<file path="config.mk">
export PLATFORM = sky130hd
export DESIGN_NAME = uart_tx_fifo_flat
export DESIGN_NICKNAME = d
export VERILOG_FILES = /design/src/rtl/uart_tx_fifo_pkg.sv /design/src/rtl/uart_tx_fifo_if.sv /design/src/rtl/uart_tx_fifo_sync_byte_fifo.sv /design/src/rtl/uart_tx_fifo.sv /design/src/flat_wrapper.sv
export SDC_FILE = /design/constraint.sdc
export NUM_CORES = 1
export LEC_CHECK = 0
export ABC_AREA = 1
export BUFFER_PORTS_ARGS = -buffer_cell sky130_fd_sc_hd__buf_4
export CAP_MARGIN = 30
export CORE_ASPECT_RATIO = 0.6
export CORE_UTILIZATION = 41
export DETAILED_ROUTE_END_ITERATION = 6
export PLACE_DENSITY = 0.57
export SYNTH_ARGS = -nofsm -noshare
export SYNTH_HDL_FRONTEND = slang
export SYNTH_SLANG_ARGS = --single-unit
</file>
<file path="constraint.sdc">
create_clock -name clk -period 2.8 [get_ports clk]
set_input_delay 0.42 -clock clk [delete_from_list [all_inputs] [get_ports clk]]
set_output_delay 0.42 -clock clk [all_outputs]
set_load 0.02 [all_outputs]
</file>
<file path="src/rtl/uart_tx_fifo_pkg.sv">
// Shared UART transmit constants, state encoding and frame helper.
package uart_tx_fifo_pkg;

  localparam int DATA_BITS = 8;
  localparam int STOP_BITS = 1;

  typedef enum logic [1:0] {
    ST_IDLE  = 2'd0,
    ST_START = 2'd1,
    ST_DATA  = 2'd2,
    ST_STOP  = 2'd3
  } tx_state_t;

  // Bit periods in one complete frame: start + data + stop.
  function automatic int frame_bits();
    return 1 + DATA_BITS + STOP_BITS;
  endfunction

endpackage

</file>
<file path="src/rtl/uart_tx_fifo_if.sv">
// Byte stream handshake from the accelerator output stage into the UART transmitter.
interface uart_tx_fifo_if;
  logic [7:0] data;
  logic       valid;
  logic       ready;

  modport master (output data, output valid, input ready);
  modport slave  (input data, input valid, output ready);
endinterface

</file>
<file path="src/rtl/uart_tx_fifo_sync_byte_fifo.sv">
// Single-clock byte FIFO with occupancy count; shared by the UART TX and RX paths.
module uart_tx_fifo_sync_byte_fifo #(
  parameter int FIFO_DEPTH = 8
) (
  input  logic                        clk,
  input  logic                        reset,
  input  logic                        push,
  input  logic [7:0]                  push_data,
  input  logic                        pop,
  output logic [7:0]                  pop_data,
  output logic [$clog2(FIFO_DEPTH):0] count,
  output logic                        empty,
  output logic                        full
);

  localparam int AW = $clog2(FIFO_DEPTH);

  logic [7:0]    mem [FIFO_DEPTH];
  logic [AW-1:0] wr_ptr;
  logic [AW-1:0] rd_ptr;
  logic          push_ok;
  logic          pop_ok;

  // Guarded locally so a careless caller cannot corrupt the pointers.
  assign push_ok  = push && !full;
  assign pop_ok   = pop && !empty;
  assign empty    = (count == '0);
  assign full     = (count == (AW+1)'(FIFO_DEPTH));
  assign pop_data = mem[rd_ptr];

  always_ff @(posedge clk) begin
    if (push_ok) mem[wr_ptr] <= push_data;
  end

  // Pointers wrap naturally because the depth is a power of two.
  always_ff @(posedge clk or posedge reset) begin
    if (reset) begin
      wr_ptr <= '0;
      rd_ptr <= '0;
      count  <= '0;
    end else begin
      if (push_ok) wr_ptr <= wr_ptr + 1'b1;
      if (pop_ok)  rd_ptr <= rd_ptr + 1'b1;
      case ({push_ok, pop_ok})
        2'b10:   count <= count + 1'b1;
        2'b01:   count <= count - 1'b1;
        default: count <= count;
      endcase
    end
  end

endmodule

</file>
<file path="src/rtl/uart_tx_fifo.sv">
// Buffered 8N1 UART transmitter, LSB first, returning accelerator result bytes to the host.
//
// state    | meaning
// ST_IDLE  | line high, waiting for a buffered byte
// ST_START | start bit (line low) for one bit period
// ST_DATA  | eight data bits from shift[0], LSB first
// ST_STOP  | stop bit (line high); chains straight into the next frame if data is waiting
module uart_tx_fifo #(
  parameter int CLKS_PER_BIT = 10,
  parameter int FIFO_DEPTH   = 8
) (
  input  logic                        clk,
  input  logic                        reset,
  uart_tx_fifo_if.slave               in_bus,
  output logic                        tx_out,
  output logic                        tx_busy,
  output logic [$clog2(FIFO_DEPTH):0] fifo_count
);

  import uart_tx_fifo_pkg::*;

  localparam int BAUD_W = $clog2(CLKS_PER_BIT);
  localparam int BIT_W  = $clog2(DATA_BITS);
  localparam logic [BAUD_W-1:0] BAUD_LAST = BAUD_W'(CLKS_PER_BIT - 1);
  localparam logic [BIT_W-1:0]  BIT_LAST  = BIT_W'(DATA_BITS - 1);

  tx_state_t         state_q, state_d;
  logic [BAUD_W-1:0] baud_q, baud_d;
  logic [BIT_W-1:0]  bit_q, bit_d;
  logic [7:0]        shift_q, shift_d;
  logic              tx_q, tx_d;
  logic              bit_end;
  logic              push;
  logic              pop;
  logic              empty;
  logic              full;
  logic [7:0]        pop_data;

  assign push         = in_bus.valid && in_bus.ready;
  assign in_bus.ready = !full;
  assign bit_end      = (baud_q == BAUD_LAST);
  assign tx_out       = tx_q;
  assign tx_busy      = (state_q != ST_IDLE);

  uart_tx_fifo_sync_byte_fifo #(
    .FIFO_DEPTH(FIFO_DEPTH)
  ) u_fifo (
    .clk       (clk),
    .reset     (reset),
    .push      (push),
    .push_data (in_bus.data),
    .pop       (pop),
    .pop_data  (pop_data),
    .count     (fifo_count),
    .empty     (empty),
    .full      (full)
  );

  always_ff @(posedge clk or posedge reset) begin
    if (reset) begin
      state_q <= ST_IDLE;
      baud_q  <= '0;
      bit_q   <= '0;
      shift_q <= '0;
      tx_q    <= 1'b1;
    end else begin
      state_q <= state_d;
      baud_q  <= baud_d;
      bit_q   <= bit_d;
      shift_q <= shift_d;
      tx_q    <= tx_d;
    end
  end

  always_comb begin
    state_d = state_q;
    baud_d  = baud_q;
    bit_d   = bit_q;
    shift_d = shift_q;
    pop     = 1'b0;

    case (state_q)
      ST_IDLE: begin
        baud_d = '0;
        if (!empty) begin
          pop     = 1'b1;
          shift_d = pop_data;
          state_d = ST_START;
        end
      end
      ST_START: begin
        if (bit_end) begin
          baud_d  = '0;
          bit_d   = '0;
          state_d = ST_DATA;
        end else begin
          baud_d = baud_q + 1'b1;
        end
      end
      ST_DATA: begin
        if (bit_end) begin
          baud_d = '0;
          if (bit_q == BIT_LAST) begin
            state_d = ST_STOP;
          end else begin
            bit_d   = bit_q + 1'b1;
            shift_d = {1'b0, shift_q[7:1]};
          end
        end else begin
          baud_d = baud_q + 1'b1;
        end
      end
      ST_STOP: begin
        if (bit_end) begin
          baud_d = '0;
          if (!empty) begin
            pop     = 1'b1;
            shift_d = pop_data;
            state_d = ST_START;
          end else begin
            state_d = ST_IDLE;
          end
        end else begin
          baud_d = baud_q + 1'b1;
        end
      end
      default: state_d = ST_IDLE;
    endcase

    // Line level is registered from the next state so tx_out never glitches.
    tx_d = (state_d == ST_DATA) ? shift_d[0] : (state_d != ST_START);
  end

endmodule

</file>
<file path="src/flat_wrapper.sv">
// flat-port wrapper written by rule: the top's interface ports become plain ports
module uart_tx_fifo_flat import uart_tx_fifo_pkg::*;
#(
  parameter int CLKS_PER_BIT = 10,
  parameter int FIFO_DEPTH   = 8
)
  (clk, reset, tx_out, tx_busy, fifo_count, in_bus_data, in_bus_valid, in_bus_ready);
  uart_tx_fifo_if in_bus_i ();
  input  logic clk;
  input  logic reset;
  output logic tx_out;
  output logic tx_busy;
  output logic [$clog2(FIFO_DEPTH):0] fifo_count;
  input wire logic [$bits(in_bus_i.data)-1:0] in_bus_data;
  input wire logic [$bits(in_bus_i.valid)-1:0] in_bus_valid;
  output wire logic [$bits(in_bus_i.ready)-1:0] in_bus_ready;
  assign in_bus_i.data = in_bus_data;
  assign in_bus_i.valid = in_bus_valid;
  assign in_bus_ready = in_bus_i.ready;
  uart_tx_fifo #(.CLKS_PER_BIT(CLKS_PER_BIT), .FIFO_DEPTH(FIFO_DEPTH)) u_core (.clk(clk), .reset(reset), .in_bus(in_bus_i), .tx_out(tx_out), .tx_busy(tx_busy), .fifo_count(fifo_count));
endmodule
</file>
### Word level (Yosys, flattened, before mapping)

Memories as Yosys holds them, arrays and structs flattened.
Index checks and enable logic that the tools add are counted.

| cells by class | value |
|---|---|
| mux-type cells | 25 |
| add/sub/neg operators | 6 |
| equal/unequal tests | 14 |
| reductions and logical operators | 14 |

Operators by type and width:

| operator | count |
|---|---|
| $mux 8 | 4 |
| $pmux 8 s3 | 1 |
| $pmux 4 s2 | 2 |
| $mux 2 | 5 |
| $add 3x1->3 const B | 3 |
| $mux 3 | 3 |
| $add 4x1->4 const B | 2 |
| $eq 2x2->1 const B | 4 |
| $eq 4x4->1 const B | 2 |
| $ne 2x1->1 const B | 4 |
| $pmux 2 s4 | 1 |
| $reduce_and 4->1 | 2 |
| $mux 1 | 6 |
| $pmux 3 s2 | 1 |
| $reduce_bool 2->1 | 3 |
| $eq 2x1->1 const B | 2 |
| $logic_not 4->1 | 1 |
| $mux 4 | 1 |
| $sub 4x1->4 const B | 1 |
| $eq 3x3->1 const B | 1 |
| $logic_and 1x1->1 | 3 |
| $reduce_bool 3->1 | 1 |
| $reduce_or 3->1 | 1 |
| $logic_not 1->1 | 2 |
| 3 further kinds | 3 |

| word-level totals | value |
|---|---|
| word-level logic and storage cells | 69 |
| output and inout port bits | 7 |
| input bits | 11 |
| flip-flop bits (word level) | 28 |
| memory bits (writable) | 64 |
| memories kept | 1 |

Memories:

| name | depth | bits a word | read ports | clocked after memory_dff | write ports | line | source |
|---|---|---|---|---|---|---|---|
| u_core.u_fifo.mem | 8 | 8 | 1 | 0 | 1 | uart_tx_fifo_sync_byte_fifo.sv:18 | `logic [7:0] mem [FIFO_DEPTH];` |

### Longest topological paths before layout

Gate-level depths: netlist of run 1.

| depth | value |
|---|---|
| word-level depth | 7 |
| gate-level depth with buffers | 17 |

### By module

From an unflattened synthesis of run 1, not the netlist that was laid out.

| second synthesis, totals | value |
|---|---|
| cell total of the unflattened synthesis | 502 |
| area, all modules | 4,550.6 um2 |

Modules (own cells, without submodules):

| module | instances | area each (um2) | cells each |
|---|---|---|---|
| uart_tx_fifo_sync_byte_fifo | 1 | 3,405.8 | 358 |
| uart_tx_fifo | 1 | 1,144.8 | 144 |

### Least setup slack after synthesis of run 1

OpenSTA, ideal clock, no wires.

| timing path | value |
|---|---|
| path kind | register to register |
| from | register u_core.state_q[0] |
| to | register u_core.u_fifo.count[3] |
| library setup time | 0.131 ns |
| stages on the path, launching flop included | 16 |
| path buffers | 0 |
| arrival | 2.116 ns |
| required time | 2.669 ns |
| setup slack | 0.554 ns |
| clock period less this slack | 2.246 ns |
| cell sequence | dfrtp_1 > inv_1 > ha_1 > inv_1 > a21oi_2 > nand2_1 > inv_2 > ha_1 > ha_1 > nand2_1 > nand2_1 > a21oi_1 > nor2_1 > nor2_1 > nand2_1 > xnor2_1 |

| between the ends | value |
|---|---|
| word-level cells in the longest chain between the ends | 5 |
| elaborated cells on any way between the ends | 8 |
| classes of those cells | eq/ne: 3; mux: 2; reduce/logical: 3 |

Ends and longest elaborated chain:

| item | line | source |
|---|---|---|
| start, declared | uart_tx_fifo.sv:27 | `tx_state_t state_q, state_d;` |
| start signal, assigned | uart_tx_fifo.sv:67 | `state_q <= state_d;` |
| $eq 2x2->1 / $logic_not 2->1 (equally long branches) | uart_tx_fifo.sv:82 | `case (state_q)` |
| $pmux 1 s2 (*) | uart_tx_fifo.sv:82 |  |
| $logic_and 1x1->1 (*) | uart_tx_fifo_sync_byte_fifo.sv:26 | `assign pop_ok = pop && !empty;` |
| net u_core.u_fifo.pop_ok | uart_tx_fifo_sync_byte_fifo.sv:22 | `logic pop_ok;` |
| $eq 2x1->1 / $eq 2x2->1 (equally long branches) | uart_tx_fifo_sync_byte_fifo.sv:44 | `case ({push_ok, pop_ok})` |
| $pmux 4 s2 / $reduce_bool 2->1 (equally long branches) | - |  |
| end signal, assigned | uart_tx_fifo_sync_byte_fifo.sv:45 | `2'b10: count <= count + 1'b1;` |
| end signal, assigned | uart_tx_fifo_sync_byte_fifo.sv:46 | `2'b01: count <= count - 1'b1;` |
| end signal, assigned | uart_tx_fifo_sync_byte_fifo.sv:47 | `default: count <= count;` |
| end, declared | uart_tx_fifo_sync_byte_fifo.sv:11 | `output logic [$clog2(FIFO_DEPTH):0] count,` |

The timed path passes the listed nets; every way through them passes the cells marked *.
A chain may end at the register's enable or synchronous reset.

### Worst setup path in the final report of run 1

| timing path | value |
|---|---|
| from | register u_core.baud_q[1] |
| to | register u_core.u_fifo.count[3] |

| between the ends | value |
|---|---|
| word-level cells in the longest chain between the ends | 6 |
| elaborated cells on any way between the ends | 8 |
| classes of those cells | eq/ne: 3; mux: 3; reduce/logical: 2 |

Ends and longest elaborated chain:

| item | line | source |
|---|---|---|
| start, declared | uart_tx_fifo.sv:28 | `logic [BAUD_W-1:0] baud_q, baud_d;` |
| start signal, assigned | uart_tx_fifo.sv:68 | `baud_q <= baud_d;` |
| $eq 4x4->1 (*) | uart_tx_fifo.sv:41 | `assign bit_end = (baud_q == BAUD_LAST);` |
| $mux 1 (*) | uart_tx_fifo.sv:114 | `if (bit_end) begin` |
| $pmux 1 s2 (*) | uart_tx_fifo.sv:82 |  |
| $logic_and 1x1->1 (*) | uart_tx_fifo_sync_byte_fifo.sv:26 |  |
| net u_core.u_fifo.pop_ok | uart_tx_fifo_sync_byte_fifo.sv:22 |  |
| $eq 2x1->1 / $eq 2x2->1 (equally long branches) | uart_tx_fifo_sync_byte_fifo.sv:44 |  |
| $pmux 4 s2 / $reduce_bool 2->1 (equally long branches) | - |  |

Marks and branches as above.

==> qor.csv, run 1 <==
stage,metric,value,unit
synth,largest family of logic cells by synthesized area,simple AND/OR/NAND/NOR gates,
flow_run,count of maximum capacitance violations,0,
clock_tree,# clock sinks,92,
grt,GRT overflow,0,
clock_tree,root buf cell,clkbuf_16,
sta,Setup Viol. Count Final,0,
clock_tree,Clock Pin Slew Worst Setup and Hold Paths,60,ps
clock_tree,Post-CTS Resized,0,
layout,multi-input logic area,0.00143,mm²
grt,vias in the first global route,2620,
synth,syn_area_per_cell,10.2,µm²
floorplan,die height,80.8,µm
floorplan,die width,133,µm
critical_path,crit-path max cell delay,390,ps
pwr,Max rail drop VDD,0.000465,V
floorplan,die area,0.0108,mm²
run_status,status,finished clean,
route,final WL,8.86,mm
synth,Mapped Area,0.00425,mm²
pwr,switch share,37.7,%
min_path,Hold WC Path Type,in2async,
synth,Synth Area in XOR/XNOR,1.65,%
synth,"area leader, netlist",edfxtp_1,
critical_path,crit path max-delay cell type,dfrtp_1,
grt,Total Routing Usage GR,18.2,%
synth,Synth Flop Type,edfxtp_1,
synth,"count leader, synth",nand2_1,
critical_path,CP Launch Point,u_core.baud_q[1],
placed_design,RePlAce Congestion,0.816,
synth,Synth top cells by count,"nand2_1 (137), edfxtp_1 (64), nand3_1 (53), dfrtp_1 (27), inv_1 (24)",
synth,asr flop ratio synth,30.4,%
pwr,Sequential Power Share,38.7,%
synth,"EDFF count, synth",64,
synth,"Seq/Total Area, Yosys",61.8,%
synth,Synth Net Count,443,
floorplan,initial core utilization,42.7,%
critical_path,Worst setup SP type,register,
sta,RSZ-0062 raised after global routing,no,
grt,largest net degree at the start of global routing,34,
grt,first-pass GRT wire length,14.3,mm
layout,Post-Layout Cell Count,585,
layout,n_diodes,0,
synth,Syn Inst Count,417,
sta,TNS Setup,0,ps
route,DRC viols,0,
route,DR vias,2890,
critical_path,Worst EP required,3030,ps
placed_design,Placed Instances,569,
pwr,Comb pwr share,36.0,%
critical_path,data arrival time of the worst path,2690,ps
synth,Seq cells post-synth,92,
synth,post-synthesis mux area share,0,%
sta,Max Freq,408,MHz
synth,Ys Warns,0,
pwr,Int Pwr,3.18,mW
sta,relative slew slack,73.9,%
pwr,pwr dens,1050,mW/mm²
pwr,Net Sw Power,1.92,mW
synth,Synth top area share,45.3,%
sta,Final Max Slew Viols,0,
synth,post-synthesis simple-gate area fraction,22.9,%
critical_path,Worst Path Max Fanout,6,
sta,Final Hold Fails,0,
layout,sequential cell area,0.00262,mm²
layout,Area Growth Syn to Fin,14.5,%
floorplan,FP Rows,28,
clock_tree,worst skew pair latency,350,ps
critical_path,critical path type,reg2reg,
placed_design,Detailed Place HPWL,5.84,mm
sta,minimum clock period,2450,ps
clock_tree,# hold bufs at CTS,0,
route,Vias/cell,4.94,
sta,clk_skew,8.68,ps
clock_tree,Num CTS Buffers,9,
sta,period utilization,87.6,%
route,1st-iter DRT viols,251,
clock_tree,TritonCTS clock tree,done,
floorplan,Ports,18,
grt,initial antenna violation count,0,
sta,Least-Margin Pin Slew,391,ps
pwr,"Power, Total",5.10,mW
clock_tree,CTS H-tree depth,3,
route,DRT antenna net count,0,
route,DRT Pass-1 Iters,5,
critical_path,crit-path cells,inv_1 -> ha_1 -> nand2_2 -> nor2_4 -> nand2_2 -> a21oi_2 -> nand2_1 -> inv_2 -> ha_1 -> ha_1 -> nand2_1 -> nand2_1 -> a21oi_1 -> nor2_1 -> nor2_1 -> nand2_1 -> xnor2_1,
synth,Synth Area in Adders,4.60,%
critical_path,Worst path most repeated cell,nand2_1,
layout,share of layout cells above drive strength 1,13.6,%
route,WL per Instance,15.1,µm
placed_design,port bufs,17,
clock_tree,Bufs on Longest Clock Path,2,
layout,Filler cells,931,
floorplan,area of the core,0.00995,mm²
critical_path,R2R Path Start,u_core.baud_q[1],
pwr,Leakage Power,2.07,nW
layout,nets,471,
synth,complex-gate fraction of the synthesized area,4.45,%
pwr,clock share of power,25.4,%
synth,post-synthesis cell type count,32,
synth,Area contributors post-synth,"edfxtp_1 (45%), dfrtp_1 (16%), nand2_1 (12%), nand3_1 (6.2%), ha_1 (4.1%)",
critical_path,Worst Setup End Kind,register,
clock_tree,post-CTS setup buffers,0,
==> final cells by class <==
cell class | instances | share of cell area (%)
Multi-Input combinational cell | 284 | 29.3
Clock buffer | 10 | 4.71
Inverter | 30 | 2.37
Clock inverter | 6 | 1.80
Timing Repair Buffer | 28 | 4.32
Tap cell | 135 | 3.47
Sequential cell | 92 | 54.0
==> critical path: cells and delay by family (launching register included) <==
kind | cells | cell delay [ps]
AOI/OAI and AO/OA | 2 | 310
DFF | 1 | 390
adders and majority gates | 3 | 620
xor gates and xnor gates | 1 | 110
and+or+nand+nor | 9 | 760
buffers and inverters | 2 | 150
==> placed cells by master, fill, tap and decap left out, types with 3 or more instances in the layout <==
master / n
nand2_2: 5
buf_4: 28
nand2_1: 137
inv_2: 4
dfrtp_1: 27
edfxtp_1: 64
a21oi_1: 6
o21ai_0: 18
clkbuf_16: 9
o21ai_1: 6
xor2_1: 5
inv_1: 24
nand3_1: 53
nor2_1: 23
ha_1: 14
xnor2_1: 3
==> cell families (layout without fill, tap and decap cells) <==
| kind of cell | Yosys count | in the layout |
|---|---|---|
| AOI/OAI and AO/OA | 35 | 35 |
| xor gates and xnor gates | 8 | 8 |
| adders and majority gates | 15 | 15 |
| buffers and inverters | 41 | 74 |
| DFF | 92 | 92 |
| and+or+nand+nor | 226 | 226 |
==> per-layer routing <==
layer | track usage [%] | part of all wire (%)
met1 | 27.4 | 52
met2 | 24.8 | 41
met3 | 5.18 | 6.3
met4 | 5.45 | 0.88
met5 | 0 | 0
==> through the flow <==
step                      util [%]  hold slack, ps  area [µm²]  setup WS, ps
after floorplan                  -             459        4250           554
after global placement        45.7             475        4540           411
after detailed placement      45.7             488        4540           356
after CTS                     48.9             157        4860           334
after global routing          48.9             193        4860          77.0
final                         48.9             146        4860           346
==> worst paths after layout <==
path                                           end  slack (ps)  depth (start not counted)
setup / recovery            u_core.u_fifo.count[3]         350                         17
hold / removal              u_core.u_fifo.count[0]         150                          3
setup reg to reg            u_core.u_fifo.count[3]         350                         17
hold reg to reg                   u_core.baud_q[0]         490                          1
max in group asynchronous            u_core.tx_out        2340                          3
min in group clk           u_core.u_fifo.mem[7][3]         310                          1
==> state kept, by name (all words and copies together) (netlist names) <==
signal	cells
u_core.u_fifo.count	4
u_core.state_q	2
u_core.u_fifo.wr_ptr	3
u_core.bit_q	3
u_core.u_fifo.rd_ptr	3
u_core.u_fifo.mem	64
u_core.shift_q	8
u_core.baud_q	4
u_core.tx_out	1
==> power by group through the flow <==
stage	logic, mW	registers, mW	clock network, mW
final	1.83	1.97	1.29
after global placement	1.83	1.99	0
after global routing	2.10	2.01	1.37
after floorplan	1.34	1.98	0
after CTS	1.85	1.97	1.32
after detailed placement	1.84	1.99	0
No activity file was read; power rests on OpenSTA's default activity.
==> inputs of run 2 (changes only) <==
CORE_UTILIZATION = 45   (was 41)
PLACE_DENSITY = 0.61   (was 0.57)
==> qor.csv, run 2 (synthesized netlist as in run 1, its figures left out) <==
stage,metric,value,unit
run_status,status,finished clean,
clock_tree,TritonCTS clock tree,done,
layout,nets,471,
sta,Least-Margin Pin Slew,410,ps
floorplan,Ports,18,
placed_design,Detailed Place HPWL,5.91,mm
floorplan,FP Rows,27,
layout,"most common cell after layout, fill and taps aside",nand2_1,
clock_tree,Bufs on Longest Clock Path,2,
route,DRT antenna net count,0,
route,1st-iter DRT viols,256,
floorplan,area of the core,0.00916,mm²
layout,max reg flops,64,
pwr,pwr dens,1050,mW/mm²
pwr,Leakage Power,2.06,nW
layout,n_diodes,0,
sta,Max Freq,397,MHz
clock_tree,# hold bufs at CTS,0,
critical_path,data arrival time of the worst path,2750,ps
critical_path,R2R Path Start,u_core.baud_q[1],
route,final WL,9.00,mm
clock_tree,worst skew pair latency,340,ps
sta,Final Max Slew Viols,0,
route,DRC viols,0,
grt,largest net degree at the start of global routing,34,
clock_tree,root buf cell,clkbuf_16,
placed_design,RePlAce Congestion,0.844,
layout,multi-input logic area,0.00143,mm²
sta,Final Hold Fails,0,
critical_path,flop2flop setup slack,280,ps
placed_design,port bufs,17,
critical_path,Levels on crit path,17,
sta,RSZ-0062 raised after global routing,no,
grt,first-pass GRT wire length,14.8,mm
layout,most frequent cells in the layout,"nand2_1 (137), edfxtp_1 (64), nand3_1 (53), buf_4 (28), dfrtp_1 (27)",
critical_path,critical path type,reg2reg,
floorplan,die height,77.2,µm
layout,sequential cell area,0.00262,mm²
floorplan,die width,127,µm
sta,TNS Setup,0,ps
critical_path,CP Launch Point,u_core.baud_q[1],
grt,Total Routing Usage GR,20.6,%
sta,clk_skew,5.34,ps
critical_path,worst path bufs/invs,2,
clock_tree,post-CTS setup buffers,0,
critical_path,Worst Setup End Kind,register,
layout,"Most flops, register",u_core.u_fifo.mem,
clock_tree,# clock sinks,92,
floorplan,die area,0.00984,mm²
layout,top flop regs,"u_core.u_fifo.mem (64), u_core.shift_q (8)",
critical_path,cells on worst reg2reg path,17,
grt,initial antenna violation count,0,
route,DRT Pass-1 Iters,4,
clock_tree,Post-CTS Resized,0,
floorplan,initial core utilization,46.4,%
flow_run,count of maximum capacitance violations,0,
sta,period utilization,90.0,%
critical_path,largest delay contributor family on the critical path,simple AND/OR/NAND/NOR gates,
min_path,Hold WC Path Type,in2async,
critical_path,crit path capture,u_core.u_fifo.count[3],
layout,share of layout cells above drive strength 1,14.0,%
sta,Setup Viol. Count Final,0,
critical_path,Worst R2R End,u_core.u_fifo.count[3],
sta,relative slew slack,72.7,%
clock_tree,Clock Pin Slew Worst Setup and Hold Paths,70,ps
layout,Util after Layout,52.9,%
clock_tree,Num CTS Buffers,9,
critical_path,crit-path max cell delay,390,ps
critical_path,crit path max-delay cell type,dfrtp_1,
grt,vias in the first global route,2740,
critical_path,Worst EP required,3030,ps
critical_path,Worst Path Max Fanout,6,
critical_path,crit-path cells,inv_1 -> ha_1 -> nand2_2 -> nor2_4 -> nand2_2 -> a21oi_2 -> nand2_1 -> inv_2 -> ha_1 -> ha_1 -> nand2_1 -> nand2_1 -> a21oi_1 -> nor2_1 -> nor2_1 -> nand2_1 -> xnor2_1,
route,DR vias,2917,
layout,Filler cells,808,
critical_path,Worst path most repeated cell,nand2_1,
sta,minimum clock period,2520,ps
critical_path,Worst setup SP type,register,
pwr,Max rail drop VDD,0.000582,V
route,Vias/cell,5.03,
route,WL per Instance,15.5,µm
layout,Area Growth Syn to Fin,14.0,%
grt,GRT overflow,0,
clock_tree,CTS H-tree depth,3,
## run 2: changes by cell type in the layout (fill, tap and decap cells not counted), sizes merged
cell    delta
clkbuf     -1
bufinv     -1
clkinv     +2
## run 2: layout make-up
type,count,area share (%)
flip-flops and latches,92,54.2
multi-input cells,284,29.5
clock buffers,9,4.65
repair buffers,28,4.34
well taps,130,3.36
inverters,30,2.38
clock inverters,7,1.58
## run 2: worst min-delay path by stage
stage | to | slack [ps] | depth (start not counted)
2_1_floorplan | u_core.baud_q[0] | 460 | 1
3_3_place_gp | u_core.baud_q[0] | 470 | 1
3_5_place_dp | u_core.shift_q[2] | 490 | 2
4_1_cts | u_core.u_fifo.count[0] | 150 | 3
5_1_grt | u_core.u_fifo.count[0] | 200 | 3
6_report | u_core.u_fifo.count[0] | 140 | 3
## run 2: routing by layer
layer | global-route usage (%) | up-vias | routed length (µm)
met2 | 28.5 | 77 | 3680
met4 | 5.71 | 0 | 98
met1 | 31.6 | 1384 | 4670
met3 | 5.16 | 7 | 558
li1 | - | 1449 | -
met5 | 0 | - | 0
## run 2: report_power, final
| part | total (mW) | switching [mW] | internal, mW | leakage (nW) |
|---|---|---|---|---|
| Combinational | 1.86 | 1.24 | 0.620 | 0.982 |
| Sequential | 1.98 | 0.201 | 1.78 | 0.939 |
| Clock | 1.23 | 0.534 | 0.697 | 0.142 |
| Total | 5.07 | 1.97 | 3.10 | 2.06 |
## run 2: stage by stage
stage	hold WS (ps)	setup slack [ps]	instances	total power, mW	area [µm²]
after floorplan	459	554	417	3.32	4250
after global placement	475	418	564	3.81	4540
after detailed placement	494	309	564	3.86	4540
after CTS	152	294	580	5.09	4840
after global routing	197	26.2	580	5.44	4840
final	137	281	580	5.07	4840
## run 2: tightest hold or removal path: cells and delay by family
| family | cells | cell delay (ps) |
|---|---|---|
| buffers and inverters | 3 | 460 |
==> inputs of run 3 (changes only) <==
MAX_ROUTING_LAYER = met4   (was unset)
==> qor.csv, run 3 (synthesized netlist as in run 1, its figures left out) <==
stage,metric,value,unit
run_status,status,finished clean,
pwr,Leakage Power,2.06,nW
grt,initial antenna violation count,0,
clock_tree,Post-CTS Resized,0,
critical_path,CP Launch Point,u_core.baud_q[1],
sta,Final WS setup,292,ps
route,DRC viols,0,
layout,n_diodes,0,
critical_path,Worst path most repeated cell,nand2_1,
layout,share of layout cells above drive strength 1,14.0,%
sta,RSZ-0062 raised after global routing,no,
critical_path,Worst EP required,3030,ps
pwr,pwr dens,1050,mW/mm²
placed_design,Placed Instances,564,
placed_design,Detailed Place HPWL,5.91,mm
grt,Total Routing Usage GR,21.2,%
layout,most frequent cells in the layout,"nand2_1 (137), edfxtp_1 (64), nand3_1 (53), buf_4 (28), dfrtp_1 (27)",
sta,Final Max Slew Viols,0,
clock_tree,Num CTS Buffers,9,
floorplan,die width,127,µm
critical_path,Worst setup SP type,register,
clock_tree,Clock Pin Slew Worst Setup and Hold Paths,70,ps
sta,Least-Margin Pin Slew,417,ps
min_path,Hold WC Path Type,in2async,
pwr,Net Sw Power,1.97,mW
flow_run,count of maximum capacitance violations,0,
critical_path,Worst Setup End Kind,register,
clock_tree,worst skew pair latency,340,ps
clock_tree,CTS H-tree depth,3,
sta,relative slew slack,72.2,%
grt,first-pass GRT wire length,14.8,mm
layout,Post-Layout Cell Count,580,
pwr,Sequential Power Share,39.0,%
pwr,Max rail drop VDD,0.000582,V
placed_design,pre-CTS WS,309,ps
layout,"most common cell after layout, fill and taps aside",nand2_1,
layout,Area Growth Syn to Fin,14.0,%
layout,max reg flops,64,
pwr,clock share of power,24.3,%
pwr,Comb pwr share,36.6,%
critical_path,crit-path max cell delay,390,ps
critical_path,crit-path cells,inv_1 -> ha_1 -> nand2_2 -> nor2_4 -> nand2_2 -> a21oi_2 -> nand2_1 -> inv_2 -> ha_1 -> ha_1 -> nand2_1 -> nand2_1 -> a21oi_1 -> nor2_1 -> nor2_1 -> nand2_1 -> xnor2_1,
sta,clk_skew,6.28,ps
critical_path,flop2flop setup slack,290,ps
route,1st-iter DRT viols,265,
clock_tree,Bufs on Longest Clock Path,2,
clock_tree,# hold bufs at CTS,0,
grt,GRT overflow,0,
floorplan,FP Rows,27,
sta,Setup Viol. Count Final,0,
layout,top flop regs,"u_core.u_fifo.mem (64), u_core.shift_q (8)",
grt,vias in the first global route,2736,
floorplan,die height,77.2,µm
floorplan,initial core utilization,46.4,%
critical_path,data arrival time of the worst path,2740,ps
critical_path,cells on worst reg2reg path,17,
floorplan,area of the core,0.00916,mm²
critical_path,Worst R2R End,u_core.u_fifo.count[3],
floorplan,die area,0.00984,mm²
critical_path,R2R Path Start,u_core.baud_q[1],
route,DRT Pass-1 Iters,4,
layout,nets,471,
sta,Final Hold Fails,0,
placed_design,port bufs,17,
critical_path,critical path type,reg2reg,
critical_path,crit path max-delay cell type,dfrtp_1,
critical_path,Worst Path Max Fanout,6,
placed_design,RePlAce Congestion,0.857,
sta,period utilization,89.6,%
sta,minimum clock period,2510,ps
pwr,"Power, Total",5.07,mW
sta,TNS Setup,0,ps
pwr,Int Pwr,3.10,mW
route,final WL,8.95,mm
floorplan,Ports,18,
grt,largest net degree at the start of global routing,34,
layout,"Most flops, register",u_core.u_fifo.mem,
route,Vias/cell,5.07,
pwr,switch share,38.9,%
route,WL per Instance,15.4,µm
clock_tree,root buf cell,clkbuf_16,
clock_tree,# clock sinks,92,
layout,Util after Layout,52.9,%
sta,Max Freq,399,MHz
route,DR vias,2938,
clock_tree,post-CTS setup buffers,0,
clock_tree,TritonCTS clock tree,done,
route,DRT antenna net count,0,
## run 3: final cells by class
class	count	area, µm²
Sequential cell	92	2620
Timing Repair Buffer	28	210
Fill cell	808	4320
Multi-Input combinational cell	284	1430
Inverter	30	115
Clock buffer	9	225
Clock inverter	7	76.3
Tap cell	130	163
## run 3: power groups by stage
stage               Clock (mW)  Combinational (mW)  Sequential, mW
finish                    1.23                1.85            1.98
CTS                       1.24                1.87            1.98
floorplan                    0                1.34            1.98
global route              1.31                2.12            2.01
global placement             0                1.82            1.99
detailed placement           0                1.86            2.00
## run 3: critical path: cells and delay by family, from the launching register on
kind                     cells  cell delay (ps)
AND/OR/NAND/NOR              9              770
adder cells (fa/ha/maj)      3              630
flip-flops                   1              390
AO/OA/AOI/OAI                2              330
buffers and inverters        2              160
XOR/XNOR                     1              120
## run 3: metrics by stage
stage,cell area (µm²),hold WS [ps]
3_3_place_gp,4540,475
2_1_floorplan,4250,459
3_5_place_dp,4540,494
6_report,4840,140
4_1_cts,4840,152
5_1_grt,4840,196
## run 3: worst max path at each step
stage          slack (ps)                endpoint  depth (start not counted)
2_1_floorplan         550  u_core.u_fifo.count[3]                         15
3_3_place_gp          420  u_core.u_fifo.count[3]                         17
5_1_grt                30  u_core.u_fifo.count[3]                         17
6_report              290  u_core.u_fifo.count[3]                         17
4_1_cts               290  u_core.u_fifo.count[3]                         17
3_5_place_dp          310  u_core.u_fifo.count[3]                         17
## run 3: layer usage
layer | up-vias | GRT usage, % | share of wire [%]
li1 | 1444 | - | -
met5 | - | - | 0
met1 | 1403 | 31.6 | 52
met4 | 0 | 5.36 | 1.1
met3 | 8 | 5.23 | 6.2
met2 | 83 | 28.5 | 41
